===== config.mk =====
export PLATFORM = sky130hd
export DESIGN_NAME = pc_fetch_sequencer_flat
export DESIGN_NICKNAME = d
export VERILOG_FILES = /design/src/rtl/pc_fetch_sequencer_pkg.sv /design/src/rtl/pc_fetch_sequencer_if.sv /design/src/rtl/pc_fetch_sequencer_timer.sv /design/src/rtl/pc_fetch_sequencer.sv /design/src/flat_wrapper.sv
export SDC_FILE = /design/constraint.sdc
export NUM_CORES = 1
export LEC_CHECK = 0
export BUFFER_PORTS_ARGS = -buffer_cell sky130_fd_sc_hd__buf_2
export CAP_MARGIN = 20
export CORE_MARGIN = 2
export CORE_UTILIZATION = 30
export CTS_BUF_LIST = sky130_fd_sc_hd__clkbuf_4 sky130_fd_sc_hd__clkbuf_8
export DETAILED_ROUTE_END_ITERATION = 12
export HOLD_SLACK_MARGIN = 0.12
export PLACE_DENSITY = 0.54
export SYNTH_ARGS = -nofsm -noshare
export SYNTH_HDL_FRONTEND = slang
export SYNTH_SLANG_ARGS = --single-unit

===== constraint.sdc =====
create_clock -name clk -period 1.8 [get_ports clk]
set_input_delay 0.54 -clock clk [delete_from_list [all_inputs] [get_ports clk]]
set_output_delay 0.54 -clock clk [all_outputs]
set_load 0.05 [all_outputs]

===== src/rtl/pc_fetch_sequencer_pkg.sv =====
// pc_seq_defs: shared definitions for the PC fetch sequencer slice.
//   pc_state_e        - FSM state encodings (also exported on the debug port)
//   DEF_RESET_VECTOR  - default address loaded into the PC after reset
//   DEF_MEM_TIMEOUT   - default memory-read wait limit in cycles
package pc_seq_defs;

    typedef enum logic [2:0] {
        RST_LOAD   = 3'd0,
        IDLE       = 3'd1,
        FETCH_ADDR = 3'd2,
        FETCH_WAIT = 3'd3,
        DECODE     = 3'd4,
        EXECUTE    = 3'd5,
        WRITE_PC   = 3'd6,
        HALT       = 3'd7
    } pc_state_e;

    localparam logic [31:0] DEF_RESET_VECTOR = 32'h0000_0000;
    localparam int unsigned DEF_MEM_TIMEOUT  = 15;

endpackage


===== src/rtl/pc_fetch_sequencer_if.sv =====
// pc_fetch_sequencer_if: bus between the fetch sequencer and the datapath.
//   PC register : pc_q (register output), pc_d / pc_enable / pc_inc (controls)
//   Memory      : mar_load, mem_read, mem_ready, ir_load
//   Execute unit: exec_start, exec_done, branch_taken, branch_target
// master = sequencer side, slave = datapath side.
interface pc_fetch_sequencer_if;

    logic [31:0] pc_q;
    logic [31:0] pc_d;
    logic        pc_enable;
    logic        pc_inc;
    logic        mar_load;
    logic        mem_read;
    logic        mem_ready;
    logic        ir_load;
    logic        exec_start;
    logic        exec_done;
    logic        branch_taken;
    logic [31:0] branch_target;

    modport master (
        input  pc_q, mem_ready, exec_done, branch_taken, branch_target,
        output pc_d, pc_enable, pc_inc, mar_load, mem_read, ir_load, exec_start
    );

    modport slave (
        output pc_q, mem_ready, exec_done, branch_taken, branch_target,
        input  pc_d, pc_enable, pc_inc, mar_load, mem_read, ir_load, exec_start
    );

endinterface


===== src/rtl/pc_fetch_sequencer_timer.sv =====
// fetch_timeout_timer: counts memory wait cycles for one fetch.
//   clk, clr_n : clock, asynchronous active-low reset
//   clear      : restart the count (start of a fetch)
//   count_en   : one more wait cycle elapsed without mem_ready
//   expire     : the current wait cycle is the MEM_TIMEOUT-th one
module fetch_timeout_timer #(
    parameter int unsigned MEM_TIMEOUT = 15
) (
    input  logic clk,
    input  logic clr_n,
    input  logic clear,
    input  logic count_en,
    output logic expire
);

    localparam int unsigned TW = $clog2(MEM_TIMEOUT + 1);

    logic [TW-1:0] timer;

    always_ff @(posedge clk or negedge clr_n) begin
        if (!clr_n) begin
            timer <= '0;
        end else if (clear) begin
            timer <= '0;
        end else if (count_en) begin
            timer <= timer + TW'(1);
        end
    end

    // timer holds the number of completed wait cycles, so the
    // MEM_TIMEOUT-th wait cycle is the one where it reads MEM_TIMEOUT-1.
    assign expire = (timer == TW'(MEM_TIMEOUT - 1));

endmodule


===== src/rtl/pc_fetch_sequencer.sv =====
// pc_fetch_sequencer: fetch/execute control FSM driving the PC register.
//   clk, clr_n  : clock, asynchronous active-low reset
//   run         : level, permits fetching
//   halt_req    : request halt at next instruction boundary (latched)
//   bus         : PC register / memory / execute-unit handshakes (master)
//   halted      : FSM is in HALT
//   fetch_err   : sticky memory-timeout flag
//   instr_count : retired instructions, wraps
//   state       : current state encoding (debug)
module pc_fetch_sequencer
    import pc_seq_defs::*;
#(
    parameter logic [31:0] RESET_VECTOR = DEF_RESET_VECTOR,
    parameter int unsigned MEM_TIMEOUT  = DEF_MEM_TIMEOUT,
    parameter int unsigned CNT_W        = 16
) (
    input  logic                 clk,
    input  logic                 clr_n,
    input  logic                 run,
    input  logic                 halt_req,
    pc_fetch_sequencer_if.master bus,
    output logic                 halted,
    output logic                 fetch_err,
    output logic [CNT_W-1:0]     instr_count,
    output logic [2:0]           state
);

    pc_state_e   cur_st, nxt_st;
    logic        halt_pending;
    logic [31:0] tgt_q;
    logic        timer_clear, timer_count, timer_expire;
    logic        retire, set_err, halt_now;
    logic        halted_c;

    fetch_timeout_timer #(.MEM_TIMEOUT(MEM_TIMEOUT)) u_timer (
        .clk      (clk),
        .clr_n    (clr_n),
        .clear    (timer_clear),
        .count_en (timer_count),
        .expire   (timer_expire)
    );

    // A halt_req arriving in the retiring cycle itself must still stop
    // the machine at this boundary, hence the OR with the raw request.
    assign halt_now = halt_pending | halt_req;

    always_ff @(posedge clk or negedge clr_n) begin
        if (!clr_n) begin
            cur_st <= RST_LOAD;
        end else begin
            cur_st <= nxt_st;
        end
    end

    always_comb begin
        nxt_st         = cur_st;
        bus.pc_d       = '0;
        bus.pc_enable  = 1'b0;
        bus.pc_inc     = 1'b0;
        bus.mar_load   = 1'b0;
        bus.mem_read   = 1'b0;
        bus.ir_load    = 1'b0;
        bus.exec_start = 1'b0;
        halted_c       = 1'b0;
        timer_clear    = 1'b0;
        timer_count    = 1'b0;
        retire         = 1'b0;
        set_err        = 1'b0;

        case (cur_st)
            RST_LOAD: begin
                bus.pc_enable = 1'b1;
                bus.pc_d      = RESET_VECTOR;
                nxt_st        = IDLE;
            end
            IDLE: begin
                if (halt_now)  nxt_st = HALT;
                else if (run)  nxt_st = FETCH_ADDR;
            end
            FETCH_ADDR: begin
                bus.mar_load  = 1'b1;
                bus.pc_enable = 1'b1;
                bus.pc_inc    = 1'b1;
                bus.pc_d      = bus.pc_q;
                timer_clear   = 1'b1;
                nxt_st        = FETCH_WAIT;
            end
            FETCH_WAIT: begin
                bus.mem_read = 1'b1;
                if (bus.mem_ready) begin
                    bus.ir_load = 1'b1;
                    nxt_st      = DECODE;
                end else if (timer_expire) begin
                    set_err = 1'b1;
                    nxt_st  = HALT;
                end else begin
                    timer_count = 1'b1;
                end
            end
            DECODE: begin
                bus.exec_start = 1'b1;
                nxt_st         = EXECUTE;
            end
            EXECUTE: begin
                if (bus.exec_done) begin
                    if (bus.branch_taken) begin
                        nxt_st = WRITE_PC;
                    end else begin
                        retire = 1'b1;
                        nxt_st = halt_now ? HALT : (run ? FETCH_ADDR : IDLE);
                    end
                end
            end
            WRITE_PC: begin
                bus.pc_enable = 1'b1;
                bus.pc_d      = tgt_q;
                retire        = 1'b1;
                nxt_st        = halt_now ? HALT : (run ? FETCH_ADDR : IDLE);
            end
            HALT: begin
                halted_c = 1'b1;
            end
            default: nxt_st = RST_LOAD;
        endcase

        // Strobes are forced low while reset is held so that RST_LOAD's
        // PC load only happens on the first cycle after release.
        if (!clr_n) begin
            bus.pc_d       = '0;
            bus.pc_enable  = 1'b0;
            bus.pc_inc     = 1'b0;
            bus.mar_load   = 1'b0;
            bus.mem_read   = 1'b0;
            bus.ir_load    = 1'b0;
            bus.exec_start = 1'b0;
            halted_c       = 1'b0;
        end
    end

    always_ff @(posedge clk or negedge clr_n) begin
        if (!clr_n) begin
            halt_pending <= 1'b0;
            fetch_err    <= 1'b0;
            instr_count  <= '0;
            tgt_q        <= '0;
        end else begin
            if (halt_req) halt_pending <= 1'b1;
            if (set_err)  fetch_err    <= 1'b1;
            if (retire)   instr_count  <= instr_count + CNT_W'(1);
            if (cur_st == EXECUTE && bus.exec_done) tgt_q <= bus.branch_target;
        end
    end

    assign halted = halted_c;
    assign state  = cur_st;

endmodule


===== src/flat_wrapper.sv =====
// flat-port wrapper written by rule: the top's interface ports become plain ports
module pc_fetch_sequencer_flat import pc_seq_defs::*;
#(
    parameter logic [31:0] RESET_VECTOR = DEF_RESET_VECTOR,
    parameter int unsigned MEM_TIMEOUT  = DEF_MEM_TIMEOUT,
    parameter int unsigned CNT_W        = 16
)
  (clk, clr_n, run, halt_req, halted, fetch_err, instr_count, state, bus_pc_q, bus_mem_ready, bus_exec_done, bus_branch_taken, bus_branch_target, bus_pc_d, bus_pc_enable, bus_pc_inc, bus_mar_load, bus_mem_read, bus_ir_load, bus_exec_start);
  pc_fetch_sequencer_if bus_i ();
  input  logic clk;
  input  logic clr_n;
  input  logic run;
  input  logic halt_req;
  output logic halted;
  output logic fetch_err;
  output logic [CNT_W-1:0] instr_count;
  output logic [2:0] state;
  input wire logic [$bits(bus_i.pc_q)-1:0] bus_pc_q;
  input wire logic [$bits(bus_i.mem_ready)-1:0] bus_mem_ready;
  input wire logic [$bits(bus_i.exec_done)-1:0] bus_exec_done;
  input wire logic [$bits(bus_i.branch_taken)-1:0] bus_branch_taken;
  input wire logic [$bits(bus_i.branch_target)-1:0] bus_branch_target;
  output wire logic [$bits(bus_i.pc_d)-1:0] bus_pc_d;
  output wire logic [$bits(bus_i.pc_enable)-1:0] bus_pc_enable;
  output wire logic [$bits(bus_i.pc_inc)-1:0] bus_pc_inc;
  output wire logic [$bits(bus_i.mar_load)-1:0] bus_mar_load;
  output wire logic [$bits(bus_i.mem_read)-1:0] bus_mem_read;
  output wire logic [$bits(bus_i.ir_load)-1:0] bus_ir_load;
  output wire logic [$bits(bus_i.exec_start)-1:0] bus_exec_start;
  assign bus_i.pc_q = bus_pc_q;
  assign bus_i.mem_ready = bus_mem_ready;
  assign bus_i.exec_done = bus_exec_done;
  assign bus_i.branch_taken = bus_branch_taken;
  assign bus_i.branch_target = bus_branch_target;
  assign bus_pc_d = bus_i.pc_d;
  assign bus_pc_enable = bus_i.pc_enable;
  assign bus_pc_inc = bus_i.pc_inc;
  assign bus_mar_load = bus_i.mar_load;
  assign bus_mem_read = bus_i.mem_read;
  assign bus_ir_load = bus_i.ir_load;
  assign bus_exec_start = bus_i.exec_start;
  pc_fetch_sequencer #(.RESET_VECTOR(RESET_VECTOR), .MEM_TIMEOUT(MEM_TIMEOUT), .CNT_W(CNT_W)) u_core (.clk(clk), .clr_n(clr_n), .run(run), .halt_req(halt_req), .bus(bus_i), .halted(halted), .fetch_err(fetch_err), .instr_count(instr_count), .state(state));
endmodule

# [After elaboration in Yosys (flattened, before gate mapping)]
# Index checks and enable logic that the tools add are counted.
[totals] reg_bits=57 latchBits=0 ramBits=0 romBits=0 input_bits=71 out_inout_bits=59 word_cells=61 n_memories=0
[classes] n_addsub=2 multipliers=0 div_mod_pow=0 order_cmp=0 n_eq_ne=11 shifts=0 mux=35 bitwise_logic=1 reduce_logical=6
[op_table] cell="one-hot mux 32 bit (2 select lines)" n=1
[op_table] cell="2-to-1 mux 32 bit" n=1
[op_table] cell="2-to-1 mux 1 bit" n=21
[op_table] cell="2-to-1 mux 3 bit" n=7
[op_table] cell="one-hot mux 3 bit (7 select lines)" n=1
[op_table] cell="adder 16 x 1 -> 16 bit (second input constant)" n=1
[op_table] cell="== test 3 bit (second input constant)" n=4
[op_table] cell="2-to-1 mux 4 bit" n=2
[op_table] cell="nonzero test 7 bit" n=1
[op_table] cell="== test 3 x 2 -> 1 bit (second input constant)" n=2
[op_table] cell="inequality test 3 x 2 -> 1 bit (second input constant)" n=2
[op_table] cell="adder 4 x 1 -> 4 bit (second input constant)" n=1
[op_table] cell="== test 4 bit (second input constant)" n=1
[op_table] cell="AND reduction 4 bit" n=1
[op_table] cell="== test 3 x 1 -> 1 bit (second input constant)" n=1
[op_table] cell="zero test 3 bit" n=1
[op_table] cell="OR reduction 3 bit" n=1
[op_table] cell="2-to-1 mux 2 bit" n=1
[op_table] cell="inequality test 2 bit (second input constant)" n=1
[op_table] cell="one-hot mux 1 bit (2 select lines)" n=1
[op_table] cell="nonzero test 2 bit" n=1
[op_table] cell="logical AND 1 bit" n=1
[op_table] cell="bitwise OR 1 bit" n=1

# [Longest topological paths before layout]
# Gate-level depths: netlist (run 1).
[logic_depth] word_depth=6 depth_mapped=6 depth_no_buf=6

# [Cells and area by module]
# Synthesis (run 1) repeated with hierarchy kept, for this count alone.
[unflattened] cells_unflattened=238 hier_area_um2=2872.8
[by_module_without_submodules] module="pc_fetch_sequencer" n_inst=1 cells_each=218 area_each_um2=2652.5 seq_area_each_um2=1326.3
[by_module_without_submodules] module="fetch_timeout_timer" n_inst=1 cells_each=20 area_each_um2=220.2 seq_area_each_um2=100.1

# [Worst setup path after synthesis (run 1)]
# OpenSTA, ideal clock, no wires.
[synth_timing] path_kind="register to output" start="reg u_core.cur_st[2], in the netlist u_core.state[2]" end="out bus_pc_enable" arrival_time_ns=2.167 required_ns=1.260 setup_slack_ns=-0.907 path_stages_with_launch=4 path_buffers=2 cell_sequence="dfrtp_1 > clkbuf_1 > clkbuf_1 > a211oi_1"
[synth_between] elab_chain_cells=4 word_cells_on_any_way=6 cone_classes="2 x eq/ne; 2 x mux; 2 x reduce/logical"
[synth_rtl] element="start, declared" line_no="pc_fetch_sequencer.sv:28" text="pc_state_e cur_st, nxt_st;"
[synth_rtl] element="start signal, assigned" line_no="pc_fetch_sequencer.sv:51" text="cur_st <= nxt_st;"
[synth_rtl] element="== test 3 x 2 -> 1 bit (tied with other cells)" line_no="pc_fetch_sequencer.sv:70" text="case (cur_st)"
[synth_rtl] element="OR reduction 3 bit (no line) *"
[synth_rtl] element="2-to-1 mux 1 bit *" line_no="pc_fetch_sequencer.sv:70"
[synth_rtl] element="2-to-1 mux 1 bit *" line_no="pc_fetch_sequencer.sv:128" text="if (!clr_n) begin"
[synth_rtl] element="end, declared" line_no="flat_wrapper.sv:24" text="output wire logic [$bits(bus_i.pc_enable)-1:0] bus_pc_enable;"
# Every way passes the cells marked *; elsewhere a longest branch is shown, timed or not.

# [Worst setup path after layout (run 1)]
[layout_timing] start="reg u_core.cur_st[1], in the netlist u_core.state[1]" end="out bus_pc_d[17]"
[layout_between] elab_chain_cells=3 word_cells_on_any_way=4 cone_classes="2 x eq/ne; 2 x mux"
[layout_rtl] element="== test 3 bit / == test 3 x 2 -> 1 bit (equally long branches)" line_no="pc_fetch_sequencer.sv:70"
[layout_rtl] element="one-hot mux 32 bit (2 select lines) *" line_no="pc_fetch_sequencer.sv:70"
[layout_rtl] element="2-to-1 mux 32 bit *" line_no="pc_fetch_sequencer.sv:128"
[layout_rtl] element="end, declared" line_no="flat_wrapper.sv:23" text="output wire logic [$bits(bus_i.pc_d)-1:0] bus_pc_d;"
# Marks and branches as above.

==> results of run 1 <==
cells in the final DEF (no fill, tap or decap), types with 2 or more instances in the layout:
| cell | synthesis | layout |
|---|---|---|
| a21oi_1 | 3 | 3 |
| xor2_1 | 5 | 5 |
| nand3_1 | 14 | 14 |
| nand2_1 | 15 | 13 |
| a211oi_4 | 1 | 2 |
| o311a_1 | 2 | 2 |
| clkinv_2 | 0 | 2 |
| buf_4 | 4 | 20 |
| nor3_4 | 1 | 3 |
| nor2_4 | 0 | 2 |
| mux2_2 | 32 | 32 |
| xnor2_1 | 10 | 10 |
| clkinvlp_4 | 0 | 2 |
| nand4_1 | 4 | 4 |
| buf_8 | 0 | 32 |
| a22o_4 | 0 | 32 |
| buf_6 | 5 | 16 |
| a22o_1 | 34 | 2 |
| clkbuf_16 | 0 | 5 |
| o21ai_0 | 4 | 4 |
| clkbuf_8 | 0 | 10 |
| nor2_1 | 6 | 5 |
| a21boi_0 | 2 | 2 |
| dfrtp_2 | 0 | 3 |
| o211ai_1 | 2 | 2 |
| dfrtp_1 | 57 | 54 |
| inv_1 | 6 | 4 |
| nor3_1 | 5 | 3 |
| and3_1 | 4 | 3 |
| ha_1 | 3 | 3 |
| buf_2 | 4 | 87 |
| and2_1 | 3 | 2 |
| o31ai_1 | 2 | 2 |
| buf_12 | 0 | 7 |
worst register-to-register path, cell delays in order (launching register included):
cell       delay [ns]
dfrtp_2          0.43
buf_6            0.14
buf_6            0.12
nand4bb_4        0.21
a211oi_4         0.36
nand4_1          0.17
xnor2_1          0.15
kinds of logic after synthesis:
group	share of synthesized area
flops	0.487
buf+inv	0.0478
mux	0.126
simple gates	0.130
compound gates	0.152
fa+ha+maj	0.0128
xor+xnor	0.0448
state kept, by name, summed over array words and instances, names as in the netlist:
signal / count
u_core.tgt_q: 32
u_core.instr_count: 16
u_core.u_timer.timer: 4
u_core.state: 3
u_core.fetch_err: 1
u_core.halt_pending: 1
layout make-up:
cell class | count | area [um^2] | share of cell area
Clock buffer | 10 | 138 | 0.0271
Timing Repair Buffer | 168 | 1520 | 0.299
Sequential cell | 57 | 1430 | 0.282
Clock inverter | 5 | 56.3 | 0.0111
Tap cell | 133 | 166 | 0.0328
Multi-Input combinational cell | 167 | 1730 | 0.342
Inverter | 6 | 31.3 | 0.00616
metal layers:
layer | wire length, um | vias to the layer above | GRT usage
met5 | 0 | - | 0
met4 | 159 | 0 | 0.0557
met3 | 401 | 15 | 0.0373
met2 | 4530 | 72 | 0.254
met1 | 3470 | 1258 | 0.180
li1 | - | 1235 | -
per-stage QoR:
| step | setup TNS (ns) | setup slack, ns | instance area [um^2] |
|---|---|---|---|
| after floorplan | -9.50 | -0.290 | 3310 |
| after global placement | -8.26 | -0.262 | 4170 |
| after detailed placement | -9.37 | -0.296 | 4170 |
| after CTS | -15.42 | -0.467 | 4710 |
| after global routing | -17.02 | -0.485 | 5070 |
| final | -15.03 | -0.438 | 5070 |
power by group through the flow:
stage               combinational [mW]  clock (mW)  sequential [mW]
floorplan                        0.851           0             2.10
global placement                  1.24           0             2.03
detailed placement                1.27           0             2.04
CTS                               1.36        1.22             2.02
global route                      1.50        1.27             2.09
finish                            1.38        1.18             2.04
worst max path at each step:
stage | endpoint | slack [ns] | cells past startpoint
after CTS | bus_pc_d[16] | -0.47 | 7
after detailed placement | bus_pc_d[31] | -0.30 | 6
after global placement | bus_pc_d[31] | -0.26 | 6
after floorplan | bus_pc_d[22] | -0.29 | 6
final | bus_pc_d[17] | -0.44 | 7
after global routing | bus_pc_d[11] | -0.48 | 7
timing repair:
action	in CTS	in global routing
cloned	0	7
hold buffers	0	0
buffers inserted	4	9
gates resized for setup	99	40
endpoints found under the setup margin	40	50
hold endpoints to repair	0	0
pin swaps	3	29
==> flow_metrics.env, run 1 <==
export IMPL_avgSynthCellArea_um2=11.9
export IMPL_final_max_slew_viol_count=0
export IMPL_num_io_pins=130
export IMPL_die_y_um=103
export IMPL_initial_core_util=0.304
export IMPL_power_mw=4.61
export IMPL_slowest_delay_ns=0.43
export IMPL_dieArea_um2=10600
export IMPL_clk_pin_slew_worst_paths_ns=0.07
export IMPL_ant_nets=0
export IMPL_maxSlewHeadroom=0.673
export IMPL_rows=36
export IMPL_antenna_found_initial=0
export IMPL_tightest_slew_ns=0.490
export IMPL_finalCriticalPeriod_ns=2.24
export IMPL_rsz0062_at_grt="true"
export IMPL_cp_slowest_cell="dfrtp_2"
export IMPL_synth_most_common_cell="dfrtp_1"
export IMPL_nets=483
export IMPL_yosysSeqAreaShare=0.487
export IMPL_grt_max_degree=38
export IMPL_reg2reg_to="u_core.instr_count[15]$_DFFE_PN0P_"
export IMPL_final_util=0.526
export IMPL_gp_congestion=0.807
export IMPL_max_vdd_ir_drop_mv=0.408
export IMPL_hold_viol=0
export IMPL_path_buf_inv=3
export IMPL_root_buffer="clkbuf_8"
export IMPL_pwr_share_comb=0.301
export IMPL_hold_ws_ns=0.276
export IMPL_wl_per_cell_um=15.7
export IMPL_violations="setup timing"
export IMPL_crit_start="u_core.state[1]$_DFFE_PN0P_"
export IMPL_power_switching_mw=1.51
export IMPL_crit_chain="nor2b_4 -> nand2_4 -> nor2_4 -> buf_6 -> clkbuf_16 -> a22o_4 -> buf_8"
export IMPL_synth_main_ff_cell="dfrtp_1"
export IMPL_cts_tree="done"
export IMPL_final_cells=546
export IMPL_end_kind="output port"
export IMPL_cp_required_ns=1.26
export IMPL_cts_max_path_buffers=2
export IMPL_grt_pass1_wl_um=12000
export IMPL_syn_cell_area_um2=2930
export IMPL_synthTopCellsByArea="dfrtp_1 49%, mux2_2 12%, a22o_1 10%"
export IMPL_port_buffers=129
export IMPL_hold_class="input pin to async pin"
export IMPL_synthTopCellsByCount="57 x dfrtp_1, 34 x a22o_1, 32 x mux2_2"
export IMPL_die_w_um=103
export IMPL_ff2ff_setup_slack_ns=0.11
export IMPL_synth_cell_types=41
export IMPL_synth_largest_area_cell="dfrtp_1"
export IMPL_power_frac_seq=0.443
export IMPL_clkLatencyLatePin_ns=0.34
export IMPL_synthCells=246
export IMPL_n_antenna_cell=0
export IMPL_grt_overflow_total=0
export IMPL_cts_sinks=57
export IMPL_htreeDepth=3
export IMPL_arrival_ns=1.70
export IMPL_rr_worst_depth=6
export IMPL_maxCapViolCount=0
export IMPL_area_delta_synth_final_pct=73.1
export IMPL_crit_family="buffers and inverters"
export IMPL_core_um2=9640
export IMPL_status="complete, but fails checks"
export IMPL_first_pass_iters=4
export IMPL_ys_seq_elements=57
export IMPL_power_leakage_nw=2.52
export IMPL_layout_drive_gt1_share=0.654
export IMPL_swShare=0.327
export IMPL_ys_async_sr_fraction=1.00
export IMPL_drt_wl_total_um=8560
export IMPL_grtUsageTotal=0.148
export IMPL_fmax_mhz=447
export IMPL_skew_ns=0.0151
export IMPL_syn_num_nets=320
export IMPL_grt_pass1_vias=2445
export IMPL_drcViolationCount=0
export IMPL_p_int_mw=3.10
export IMPL_cts_inserted_buffers=9
export IMPL_finalSetupViolCount=39
export IMPL_synth_top_area_share=0.487
export IMPL_vias=2580
export IMPL_dp_hpwl_um=5570
export IMPL_post_route_period_util=1.24
export IMPL_setup_ws_ns=-0.438
export IMPL_placed_cells=513
export IMPL_synth_warnings=0
export IMPL_pwr_share_clk=0.257
export IMPL_path_max_fanout=6
export IMPL_r2r_start="u_core.state[1]$_DFFE_PN0P_"
export IMPL_drt_iter0_drc=79
export IMPL_worstSetupStartpointType="register"
export IMPL_powerDensity_nw_per_um2=907
export IMPL_synth_edf_count=0
export IMPL_viasPerCell=4.73
export IMPL_nFillCells=875
export IMPL_critical_path_class="register to output port"
Power figures use the tool's default switching activity.
==> run 2, diff against run 1 <==
--- a/config.mk
+++ b/config.mk
@@ -12,7 +12,8 @@
 export CTS_BUF_LIST = sky130_fd_sc_hd__clkbuf_4 sky130_fd_sc_hd__clkbuf_8
 export DETAILED_ROUTE_END_ITERATION = 12
 export HOLD_SLACK_MARGIN = 0.12
-export PLACE_DENSITY = 0.54
+export PLACE_DENSITY = 0.61
+export RECOVER_POWER = 25
 export SYNTH_ARGS = -nofsm -noshare
 export SYNTH_HDL_FRONTEND = slang
 export SYNTH_SLANG_ARGS = --single-unit
==> flow_metrics.env, run 2 (synthesis results as in run 1) <==
export IMPL_top_register="u_core.tgt_q"
export IMPL_finalSetupViolCount=65
export IMPL_swShare=0.320
export IMPL_pwr_share_clk=0.251
export IMPL_setup_ws_ns=-0.429
export IMPL_grt_pass1_wl_um=12600
export IMPL_hold_class="input pin to register"
export IMPL_dr_max_layer_used="met4"
export IMPL_nets=478
export IMPL_antenna_found_initial=0
export IMPL_vias=2591
export IMPL_violations="setup timing"
export IMPL_wl_met3_um=461
export IMPL_die_y_um=103
export IMPL_grt_overflow_total=0
export IMPL_grtUsageTotal=0.156
export IMPL_crit_chain="buf_6 -> nand2_4 -> nor2_4 -> buf_6 -> buf_16 -> a22o_4 -> buf_8"
export IMPL_final_max_slew_viol_count=0
export IMPL_power_frac_seq=0.403
export IMPL_grt_max_degree=58
export IMPL_holdPathEnd="u_core.tgt_q[11]$_DFFE_PN0P_"
export IMPL_die_w_um=103
export IMPL_p_int_mw=3.48
export IMPL_cp_slowest_cell="dfrtp_2"
export IMPL_cts_hold_fix_buffers=0
export IMPL_cts_max_path_buffers=2
export IMPL_root_buffer="clkbuf_8"
export IMPL_largest_reg_flops=32
export IMPL_core_um2=9640
export IMPL_skew_ns=0.00545
export IMPL_maxSlewHeadroom=0.480
export IMPL_crit_top_cell="buf_6"
export IMPL_grt_pass1_vias=2558
export IMPL_first_pass_iters=5
export IMPL_viasPerCell=4.78
export IMPL_post_route_period_util=1.24
export IMPL_pwr_share_comb=0.345
export IMPL_power_leakage_nw=2.66
export IMPL_top_regs="u_core.tgt_q: 32 flops, u_core.instr_count: 16 flops, u_core.u_timer.timer: 4 flops"
export IMPL_powerDensity_nw_per_um2=1010
export IMPL_htreeDepth=3
export IMPL_drt_iter0_drc=74
export IMPL_layout_drive_gt1_share=0.655
export IMPL_dieArea_um2=10600
export IMPL_cp_required_ns=1.26
export IMPL_whs_path_depth=2
export IMPL_maxCapViolCount=0
export IMPL_pre_cts_ws_ns=-0.251
export IMPL_layout_common_cells="88 x buf_2, 54 x dfrtp_1, 32 x a22o_4, 32 x mux2_4, 26 x buf_8"
export IMPL_cts_tree="done"
export IMPL_final_util=0.527
export IMPL_port_buffers=129
export IMPL_drt_wl_total_um=9120
export IMPL_rr_worst_depth=7
export IMPL_rows=36
export IMPL_wl_met1_um=4030
export IMPL_max_vdd_ir_drop_mv=0.553
export IMPL_clkLatencyLatePin_ns=0.34
export IMPL_slowest_delay_ns=0.44
export IMPL_power_mw=5.12
export IMPL_cts_inserted_buffers=9
export IMPL_placed_cell_area_um2=4180
export IMPL_min_from="bus_branch_target[11]"
export IMPL_wl_per_cell_um=16.8
export IMPL_power_switching_mw=1.64
export IMPL_path_buf_inv=4
export IMPL_end_kind="output port"
export IMPL_final_common_cell="buf_2"
export IMPL_cts_sinks=57
export IMPL_num_io_pins=130
export IMPL_reg2reg_to="u_core.tgt_q[2]$_DFFE_PN0P_"
export IMPL_finalCriticalPeriod_ns=2.23
export IMPL_initial_core_util=0.304
export IMPL_n_antenna_cell=0
export IMPL_critical_path_class="register to output port"
export IMPL_ff2ff_setup_slack_ns=-0.05
export IMPL_clk_pin_slew_worst_paths_ns=0.07
export IMPL_dp_hpwl_um=5700
export IMPL_worstSetupStartpointType="register"
export IMPL_rsz0062_at_grt="true"
export IMPL_stdcell_area_um2=5080
export IMPL_crit_family="buffers and inverters"
export IMPL_fin_setup_tns_ns=-15.18
export IMPL_gp_congestion=0.810
export IMPL_drcViolationCount=0
export IMPL_fmax_mhz=449
export IMPL_ant_nets=0
export IMPL_hold_viol=0
export IMPL_arrival_ns=1.69
export IMPL_area_delta_synth_final_pct=73.4
export IMPL_wl_met2_um=4570
export IMPL_r2r_start="u_core.state[0]$_DFFE_PN0P_"
export IMPL_path_max_fanout=11
export IMPL_tightest_slew_ns=0.780
export IMPL_status="complete, but fails checks"
-- run 2: area by class of cell --
cell class | instances | area (um^2)
inverter | 6 | 27.5
timing repair buffer | 163 | 1380
sequential | 57 | 1430
clock buffer | 12 | 165
multi-input combinational | 167 | 1870
tap | 133 | 166
fill | 855 | 4560
clock inverter | 4 | 50.0
-- run 2: routing by layer --
layer  GRT usage  vias to the layer above
met5           0                        -
met4      0.0486                        0
met3      0.0407                        4
met2       0.254                       81
met1       0.203                     1281
li1            -                     1225
-- run 2: power groups by stage --
stage	sequential, mW	combinational [mW]	clock [mW]
floorplan	2.10	0.851	0
global placement	2.03	1.26	0
detailed placement	2.05	1.29	0
CTS	2.03	1.33	1.32
global route	2.10	1.88	1.37
finish	2.06	1.77	1.29
-- run 2: metrics by stage --
stage,hold slack (ns),std cells
after floorplan,0.244,246
after global placement,0.458,514
after detailed placement,0.463,514
after CTS,0.413,536
after global routing,0.411,542
final,0.429,542
-- run 2: worst max-delay path by stage --
stage / endpoint / depth (start not counted) / from / slack (ns)
global route: bus_pc_d[21] / 7 / u_core.state[0]$_DFFE_PN0P_ / -0.48
floorplan: bus_pc_d[22] / 6 / u_core.state[1]$_DFFE_PN0P_ / -0.29
detailed placement: bus_pc_d[0] / 6 / clr_n / -0.25
global placement: bus_pc_d[4] / 6 / clr_n / -0.22
finish: bus_pc_d[21] / 7 / u_core.state[2]$_DFFE_PN0P_ / -0.43
CTS: bus_pc_d[29] / 7 / u_core.state[2]$_DFFE_PN0P_ / -0.43
-- run 2: timing repair --
item                       4_1_cts  5_1_grt
setup endpoints to repair       40       76
resized for setup               91       61
buffers inserted                 6        2
gates cloned                     1        4
pin swaps                        5        6
==> run 3, diff against run 2 <==
--- a/config.mk
+++ b/config.mk
@@ -5,6 +5,7 @@
 export SDC_FILE = /design/constraint.sdc
 export NUM_CORES = 1
 export LEC_CHECK = 0
+export ABC_AREA = 1
 export BUFFER_PORTS_ARGS = -buffer_cell sky130_fd_sc_hd__buf_2
 export CAP_MARGIN = 20
 export CORE_MARGIN = 2
@@ -12,8 +13,9 @@
 export CTS_BUF_LIST = sky130_fd_sc_hd__clkbuf_4 sky130_fd_sc_hd__clkbuf_8
 export DETAILED_ROUTE_END_ITERATION = 12
 export HOLD_SLACK_MARGIN = 0.12
-export PLACE_DENSITY = 0.61
+export PLACE_DENSITY = 0.6
 export RECOVER_POWER = 25
 export SYNTH_ARGS = -nofsm -noshare
 export SYNTH_HDL_FRONTEND = slang
+export SYNTH_HIERARCHICAL = 1
 export SYNTH_SLANG_ARGS = --single-unit
==> flow_metrics.env, run 3 <==
export IMPL_crit_top_cell="nor2_4"
export IMPL_gp_congestion=0.818
export IMPL_critical_path_class="register to output port"
export IMPL_num_io_pins=130
export IMPL_synthCells=432
export IMPL_top_regs="u_core/tgt_q: 32 flops, u_core/instr_count: 16 flops, u_core/u_timer/timer: 4 flops"
export IMPL_largest_reg_flops=32
export IMPL_status="complete, but fails checks"
export IMPL_clk_pin_slew_worst_paths_ns=0.07
export IMPL_layout_drive_gt1_share=0.438
export IMPL_htreeDepth=3
export IMPL_syn_cell_area_um2=3270
export IMPL_drt_wl_total_um=9550
export IMPL_nets=662
export IMPL_avgSynthCellArea_um2=7.57
export IMPL_synth_warnings=6
export IMPL_cp_required_ns=1.26
export IMPL_dieArea_um2=11800
export IMPL_synth_most_common_cell="nand2_1"
export IMPL_setup_ws_ns=-0.392
export IMPL_vias=3369
export IMPL_synthTopCellsByCount="169 x nand2_1, 59 x nor2_1, 57 x dfrtp_1"
export IMPL_cts_sinks=57
export IMPL_powerDensity_nw_per_um2=1320
export IMPL_crit_chain="inv_8 -> nand2_4 -> nor2_4 -> buf_12 -> a22oi_1 -> nor2_4 -> buf_6"
export IMPL_rows=38
export IMPL_synth_top_area_share=0.436
export IMPL_cts_inserted_buffers=9
export IMPL_nFillCells=1055
export IMPL_final_common_cell="nand2_1"
export IMPL_multi_input_area_um2=1890
export IMPL_hold_class="input pin to register"
export IMPL_syn_num_nets=506
export IMPL_arrival_ns=1.65
export IMPL_core_um2=10700
export IMPL_synth_largest_area_cell="dfrtp_1"
export IMPL_max_vdd_ir_drop_mv=0.713
export IMPL_top_register="u_core/tgt_q"
export IMPL_post_route_period_util=1.22
export IMPL_finalSetupViolCount=40
export IMPL_seq_area_um2=1430
export IMPL_cts_tree="done"
export IMPL_grt_pass1_vias=3235
export IMPL_grt_pass1_wl_um=15300
export IMPL_path_buf_inv=3
export IMPL_skew_ns=0.0128
export IMPL_antenna_found_initial=0
export IMPL_drcViolationCount=0
export IMPL_end_kind="output port"
export IMPL_layout_common_cells="165 x nand2_1, 87 x buf_2, 54 x dfrtp_1"
export IMPL_synth_main_ff_cell="dfrtp_1"
export IMPL_port_buffers=129
export IMPL_dp_hpwl_um=6970
export IMPL_n_antenna_cell=0
export IMPL_cts_max_path_buffers=2
export IMPL_viasPerCell=4.60
export IMPL_area_delta_synth_final_pct=55.7
export IMPL_hold_viol=0
export IMPL_drt_iter0_drc=189
export IMPL_cp_slowest_cell="dfrtp_2"
export IMPL_worstSetupStartpointType="register"
export IMPL_root_buffer="clkbuf_8"
export IMPL_yosysSeqAreaShare=0.436
export IMPL_synthTopCellsByArea="dfrtp_1 44%, nand2_1 19%, a22oi_1 7.3%"
export IMPL_initial_core_util=0.304
export IMPL_die_w_um=108
export IMPL_wl_per_cell_um=13.0
export IMPL_die_y_um=108
export IMPL_grt_overflow_total=0
export IMPL_synth_edf_count=0
export IMPL_finalCriticalPeriod_ns=2.19
export IMPL_power_leakage_nw=2.52
export IMPL_first_pass_iters=4
export IMPL_ys_seq_elements=57
export IMPL_clkLatencyLatePin_ns=0.33
export IMPL_slowest_delay_ns=0.44
export IMPL_grt_max_degree=58
export IMPL_ys_async_sr_fraction=1.00
export IMPL_synth_cell_types=34
export IMPL_ant_nets=0
export IMPL_final_cells=732
export IMPL_placed_cells=711
export IMPL_path_max_fanout=30
export IMPL_maxCapViolCount=0
export IMPL_crit_family="flip-flops"
export IMPL_rsz0062_at_grt="true"
export IMPL_tightest_slew_ns=0.791
export IMPL_maxSlewHeadroom=0.473
export IMPL_fmax_mhz=456
export IMPL_grtUsageTotal=0.165
export IMPL_pre_cts_ws_ns=-0.167
export IMPL_violations="setup timing"
export IMPL_final_max_slew_viol_count=0
==> run 3: repair_timing <==
| action | in CTS | in global routing |
|---|---|---|
| hold buffers | 0 | 0 |
| pin swaps | 0 | 3 |
| endpoints found under the setup margin | 39 | 72 |
| buffers inserted | 2 | 4 |
| gates resized for setup | 91 | 18 |
==> run 3: layout make-up <==
type / count / area share
sequential: 57 / 0.281
clock buffer: 10 / 0.0258
multi-input combinational: 319 / 0.371
inverter: 35 / 0.0295
timing repair buffer: 166 / 0.254
clock inverter: 5 / 0.00491
tap: 140 / 0.0344
==> run 3: path summary, 6_finish.rpt <==
path                                               from                             endpoint  slack, ns  cells after the start
min in group asynchronous                         clr_n         u_core/tgt_q[25]$_DFFE_PN0P_       0.67                      3
max in group asynchronous                         clr_n          u_core/state[2]$_DFFE_PN0P_       0.58                      3
max                         u_core/state[0]$_DFFE_PN0P_                         bus_pc_d[29]      -0.39                      7
min                               bus_branch_target[21]         u_core/tgt_q[21]$_DFFE_PN0P_       0.40                      3
max reg2reg                 u_core/state[2]$_DFFE_PN0P_  u_core/u_timer/timer[3]$_DFFE_PN0P_      -0.04                     15
min reg2reg                u_core/fetch_err$_DFFE_PN0P_         u_core/fetch_err$_DFFE_PN0P_       0.45                      1
==> run 3: kinds of logic (layout without fill, tap and decap cells) <==
kind of cell	Yosys count	in the layout	synth area share
adder cells (fa/ha/maj)	3	3	0.0115
buffers and inverters	56	216	0.0872
AND/OR/NAND/NOR	261	261	0.336
AO/OA/AOI/OAI	49	49	0.107
flip-flops	57	57	0.436
XOR/XNOR	6	6	0.0230
==> run 3: per-layer routing <==
metal,up-vias,wire [um],global-route usage
met5,-,0,0
li1,1696,-,-
met3,13,687,0.0416
met2,106,4550,0.276
met1,1554,4210,0.213
met4,0,103,0.0440
==> run 3: where the power goes <==
group | internal [mW] | switching (mW) | leakage [nW] | total [mW]
combinational | 1.35 | 2.27 | 1.70 | 3.62
sequential | 1.74 | 0.356 | 0.725 | 2.10
clock | 0.494 | 0.496 | 0.0889 | 0.990
total | 3.59 | 3.12 | 2.52 | 6.71
==> run 3: worst reg2reg max path: stages (launching register included) <==
cell and delay, ns:
dfrtp_2 0.46, buf_4 0.15, buf_4 0.14, inv_4 0.06
nand3_4 0.07, inv_2 0.07, buf_4 0.10, buf_4 0.09
buf_4 0.09, nand2_2 0.05, inv_2 0.08, nor2_2 0.05
nor2_4 0.15, nand3_2 0.07, nand2_1 0.06, nor2_1 0.03
==> run 3: metrics by stage <==
stage               utilization  cell area (um^2)  total power [mW]  TNS [ns]  hold WS, ns
finish                    0.474              5090              6.71    -14.12        0.404
global route              0.474              5090              7.22    -17.89        0.383
CTS                       0.467              5010              6.66    -14.73        0.387
detailed placement        0.424              4560              5.36     -4.23        0.443
global placement          0.424              4560              5.29     -3.75        0.438
floorplan                     -              3590              4.51    -10.23        0.244
